===== src/rtl/pixel_readout.sv =====
// Pixel array row readout: tracks erase/expose/convert/read phases, buffers one row and streams it out pixel by pixel.
// Optional build macro PIXEL_READOUT_GRAY_EN converts Gray-coded column samples to binary on capture.
module pixel_readout #(
    parameter int ROW = 4,
    parameter int COL = 4,
    parameter int DW  = 8
) (
    input  logic                   clock,
    input  logic                   reset,
    input  logic                   erase,
    input  logic                   expose,
    input  logic                   convert,
    input  logic [ROW-1:0]         read,
    input  logic [COL*DW-1:0]      col_data,
    input  logic                   pix_ready,
    output logic                   pix_valid,
    output logic [DW-1:0]          pix_data,
    output logic [$clog2(ROW)-1:0] pix_row,
    output logic [$clog2(COL)-1:0] pix_col,
    output logic                   frame_done,
    output logic [7:0]             frame_cnt,
    output logic                   proto_err,
    output logic                   overrun
);
    localparam int RW = $clog2(ROW);
    localparam int CW = $clog2(COL);

    localparam logic [2:0] IDLE      = 3'd0;
    localparam logic [2:0] ERASED    = 3'd1;
    localparam logic [2:0] EXPOSED   = 3'd2;
    localparam logic [2:0] CONVERTED = 3'd3;
    localparam logic [2:0] READING   = 3'd4;

    logic [2:0]    state;
    logic          rd_any_p1;
    logic [RW-1:0] exp_row;
    logic [RW-1:0] rd_idx;
    logic [DW-1:0] rowbuf_p1 [COL];
    logic          rd_edge;
    logic          rd_onehot;
    logic          rd_err;
    logic          phase_err;
    logic          xfer;
    logic          last_col;
    logic          buf_free;
    logic          cap;
    logic [CW-1:0] nxt_col;

    function automatic logic [DW-1:0] sample_conv(input logic [DW-1:0] s);
        logic [DW-1:0] b;
`ifdef PIXEL_READOUT_GRAY_EN
        b[DW-1] = s[DW-1];
        for (int i = DW - 2; i >= 0; i--) begin
            b[i] = b[i+1] ^ s[i];
        end
`else
        b = s;
`endif
        return b;
    endfunction

    always_comb begin
        rd_idx = '0;
        for (int r = ROW - 1; r >= 0; r--) begin
            if (read[r]) begin
                rd_idx = RW'(r);
            end
        end
        rd_edge   = (|read) & ~rd_any_p1;
        rd_onehot = (|read) && ((read & (read - ROW'(1))) == '0);
        rd_err    = ~rd_onehot || (rd_idx != exp_row) ||
                    ((state != CONVERTED) && (state != READING));
        phase_err = (expose && (state != ERASED) && (state != EXPOSED)) ||
                    (convert && (state != EXPOSED) && (state != CONVERTED));
        xfer      = pix_valid & pix_ready;
        last_col  = (pix_col == CW'(COL - 1));
        nxt_col   = pix_col + CW'(1);
        // The buffer frees up in the same cycle its last pixel leaves.
        buf_free  = ~pix_valid | (xfer & last_col);
        cap       = rd_edge & ~erase & buf_free;
    end

    // Row buffer stage: data only, no reset; emptiness is tracked by pix_valid.
    always_ff @(posedge clock) begin
        if (cap) begin
            for (int c = 0; c < COL; c++) begin
                rowbuf_p1[c] <= sample_conv(col_data[c*DW +: DW]);
            end
        end
    end

    // Control and output stage.
    always_ff @(posedge clock or negedge reset) begin
        if (!reset) begin
            state      <= IDLE;
            rd_any_p1  <= 1'b1;
            exp_row    <= '0;
            pix_valid  <= 1'b0;
            pix_data   <= '0;
            pix_row    <= '0;
            pix_col    <= '0;
            frame_done <= 1'b0;
            frame_cnt  <= '0;
            proto_err  <= 1'b0;
            overrun    <= 1'b0;
        end else begin
            rd_any_p1  <= |read;
            frame_done <= 1'b0;
            if (erase) begin
                state     <= ERASED;
                proto_err <= 1'b0;
                overrun   <= 1'b0;
                exp_row   <= '0;
                pix_valid <= 1'b0;
            end else begin
                if (phase_err) begin
                    proto_err <= 1'b1;
                end
                if (expose && state == ERASED) begin
                    state <= EXPOSED;
                end
                if (convert && state == EXPOSED) begin
                    state <= CONVERTED;
                end
                if (xfer) begin
                    if (last_col) begin
                        pix_valid <= 1'b0;
                        if (pix_row == RW'(ROW - 1)) begin
                            frame_done <= 1'b1;
                            frame_cnt  <= frame_cnt + 8'd1;
                            state      <= IDLE;
                        end
                    end else begin
                        pix_col  <= nxt_col;
                        pix_data <= rowbuf_p1[nxt_col];
                    end
                end
                if (rd_edge) begin
                    exp_row <= rd_idx + RW'(1);
                    if (rd_err) begin
                        proto_err <= 1'b1;
                    end
                    if (state == CONVERTED) begin
                        state <= READING;
                    end
                    if (buf_free) begin
                        pix_valid <= 1'b1;
                        pix_row   <= rd_idx;
                        pix_col   <= '0;
                        pix_data  <= sample_conv(col_data[DW-1:0]);
                    end else begin
                        overrun <= 1'b1;
                    end
                end
            end
        end
    end
endmodule


===== config.mk =====
export PLATFORM = sky130hd
export DESIGN_NAME = pixel_readout
export DESIGN_NICKNAME = d
export VERILOG_FILES = /design/src/rtl/pixel_readout.sv
export SDC_FILE = /design/constraint.sdc
export NUM_CORES = 1
export LEC_CHECK = 0
export CORE_UTILIZATION = 40
export DETAILED_ROUTE_END_ITERATION = 8
export PLACE_DENSITY = 0.69
export SLEW_MARGIN = 20
export SYNTH_ARGS = -nofsm -noshare
export SYNTH_HDL_FRONTEND = slang
export SYNTH_SLANG_ARGS = --single-unit

===== constraint.sdc =====
create_clock -name clock -period 1.8 [get_ports clock]
set_input_delay 0.36 -clock clock [delete_from_list [all_inputs] [get_ports clock]]
set_output_delay 0.36 -clock clock [all_outputs]
set_load 0.05 [all_outputs]

==> reports/qor.txt, run 1 <==
Yosys cell types: 46
FF-to-FF path depth: 6
DIE HEIGHT: 84.0 µm
setup slack, reg-to-reg: 0.03 ns
actual slew at the worst max-slew pin: 0.398 ns
WL per Instance: 14.9 µm
maximum vdd drop: 724 µV
fraction of layout cells with a size suffix above 1: 30.7%
final period utilization: 98.4%
IO Count: 66
worst r2r src: pix_col[0]
met2 Use GR: 28.6%
First DRT Iteration DRCs: 66
Inserted Clock Buffers: 9
Initial Utilization: 41.9%
min setup slack post-route: 0.0294 ns
Max FO, Critical Path: 8
filler instances: 528
Primary FF master, synth: edfxtp_1
outcome: complete, but fails checks
power per cell area: 1010 mW/mm²
Seq/Total Area, Yosys: 63.7%
WP data arrival: 1.98 ns
Max clock buf depth: 2
Max Fclk: 565 MHz
Adder-Cell Fraction of Synth Area: 1.86%
H-tree levels: 3
Global Route Usage Sum: 16.8%
Clock Latency Late Sink: 0.33 ns
dpl hpwl: 3900 µm
Final Max Slew Viols: 0
Gate Count Post-Synth: 187
Post-DRT Antenna Nets: 0
met1 Track Usage GR: 19.4%
failing checks: DRC
Site Rows: 29
relative slew slack: 72.8%
Worst EP required: 2.01 ns
Mapped Area: 0.00269 mm²
nets: 328
first-pass iteration count of the detailed router: 6
kind of critical path: reg2reg
syn_nets: 233
register bit total from synthesis: 62
post-synthesis mux area share: 8.28%
busiest grt layer: met2
largest net degree at the start of global routing: 31
Pwr Total: 3860 µW
remaining routing DRC violations: 6
Placer Congestion: 0.779
number of flops mapped to enable cells by yosys: 32
RSZ-0062 raised after global routing: yes
Final Hold Violating Endpoints: 0
post-synthesis compound-gate area fraction: 9.77%
xor-xnor portion of the synthesized cell area: 2.28%
area delta synth->final: 42.3%
Ys Warns: 0
register area: 0.00172 mm²
CTS root buf: clkbuf_8
routed vias/inst: 5.18
number of port buffers: 65
Synth async-reset ratio: 48.4%
CTS tree: done
CTS Sinks: 62
vias in the first global route: 1896
Worst Skew: 0.00721 ns
via count: 1886
cts hold-fix bufs: 0
antenna violations before repair: 0
Final setup viols: 0
GR met3 Demand/Resource: 6.03%
Antenna Cells: 0
Max-cap violations: 0
largest family of logic cells by synthesized area: simple AND/OR/NAND/NOR gates
first-pass GRT wire length: 8940 µm
Core ar.: 0.00642 mm²
Post-Route WL: 5440 µm
Hold WC Path Type: in2async
dpl ws: -0.276 ns
Leak: 0.00153 µW
share of the synthesized area in the top cell type: 35.7%
synth cell count leaders: edfxtp_1 (32), dfrtp_1 (29), nor2_1 (15), nor2b_1 (11), inv_1 (10)
clk slew on worst S/H paths: 0.07 ns
Mean Syn Cell Area: 14.4 µm²
Critical Path Sink Type: flip-flop
synth top area cells: edfxtp_1 (36%), dfrtp_1 (27%), mux4_2 (6.7%)
Reg-to-Reg End: pix_data[1]
startpoint types: flip-flop
leading cell type by number of instances after synthesis: edfxtp_1
GRT overflow: 0
Die X: 84.0 µm
Synth area leader: edfxtp_1
DIE AREA: 0.00705 mm²
final setup TNS: 0 ns
area of the multi-input gates: 941 µm²
clock period minus worst slack: 1.77 ns
Synth Area in Simple Gates: 10.8%
[layout make-up]
class,count,area share (%)
well taps,77,2.52
clock inverters,5,1.31
flip-flops and latches,62,44.8
inverters,10,1.05
clock buffers,11,3.43
repair buffers,92,22.2
multi-input cells,107,24.6
[stage by stage]
stage	std cells	cell area (µm²)	utilization [%]	hold slack, ns
3_5_place_dp	345	3560	55.4	0.465
5_1_grt	364	3820	59.6	0.439
6_report	364	3820	59.6	0.429
3_3_place_gp	345	3560	55.4	0.466
4_1_cts	361	3740	58.2	0.422
2_1_floorplan	187	2720	-	0.0644
[layout by cell type (no fill, tap or decap), types with 2 or more instances in the layout]
cell type / n
clkbuf_8: 9
nor4_4: 2
buf_12: 2
nand2_1: 8
o211ai_1: 2
nor2_1: 15
a221o_2: 2
a221o_1: 6
mux2i_1: 2
mux4_2: 8
a211oi_1: 2
inv_1: 9
clkdlybuf4s50_1: 38
dfrtp_1: 27
nand3_1: 3
clkbuf_1: 2
dlymetal6s2s_1: 3
buf_6: 2
xnor2_1: 6
mux2_2: 2
clkinv_1: 2
ha_4: 2
edfxtp_1: 32
nand4_1: 2
nor3_1: 5
dfrtp_2: 2
nor2b_1: 10
ha_1: 2
a21oi_1: 7
buf_4: 46
[registers in the layout (all words and copies together) (netlist names)]
name and cells:
state 3, pix_col 2, frame_cnt 8, rd_any_p1 1, pix_row 2, proto_err 1
overrun 1, pix_valid 1, rowbuf_p1 32, exp_row 2, frame_done 1, pix_data 8
[routing by layer]
| metal | part of all wire (%) | vias up |
|---|---|---|
| met3 | 4.8 | 2 |
| met1 | 41 | 936 |
| li1 | - | 898 |
| met2 | 53 | 50 |
| met4 | 0.79 | 0 |
| met5 | 0 | - |
[repair_timing]
item,4_1_cts,5_1_grt
endpoints found under the hold margin,0,0
setup buffers,0,2
endpoints found under the setup margin,0,21
resized for setup,0,11
[power breakdown]
group	switching (µW)	internal, µW	total [µW]
combinational	551	504	1050
clock	493	628	1120
sequential	92.9	1590	1680
total	1140	2720	3860
[worst max-delay path by stage]
stage	start	slack, ns	end
floorplan	pix_col[0]	-0.15	pix_data[0]
detailed placement	read[1]	-0.28	pix_data[6]
global placement	read[3]	-0.22	rowbuf_p1[1][4]
CTS	pix_col[0]	0.05	rowbuf_p1[2][1]
global route	pix_col[0]	-0.06	pix_data[1]
finish	pix_col[0]	0.03	pix_data[1]
[kinds of logic (layout without fill, tap and decap cells)]
group / count (synthesis) / count (layout)
adders and majority gates: 4 / 4
and+or+nand+nor: 52 / 52
xor gates and xnor gates: 7 / 7
AOI/OAI and AO/OA: 32 / 32
DFF: 62 / 62
muxes: 12 / 12
buffers and inverters: 18 / 118
[worst max-delay path, stage by stage (launching register included)]
cell and delay, ns:
dfrtp_2 0.42, buf_6 0.13, inv_4 0.03, ha_4 0.32, mux4_2 0.29, nor2b_1 0.14, a221o_2 0.32
No activity file was read; power rests on OpenSTA's default activity.
==> inputs of run 2 (changes only) <==
Settings changed: SKIP_CTS_REPAIR_TIMING set to 1.
==> results of run 2 <==
Same layout as run 1: the final DEF is identical, and so are final timing and power.
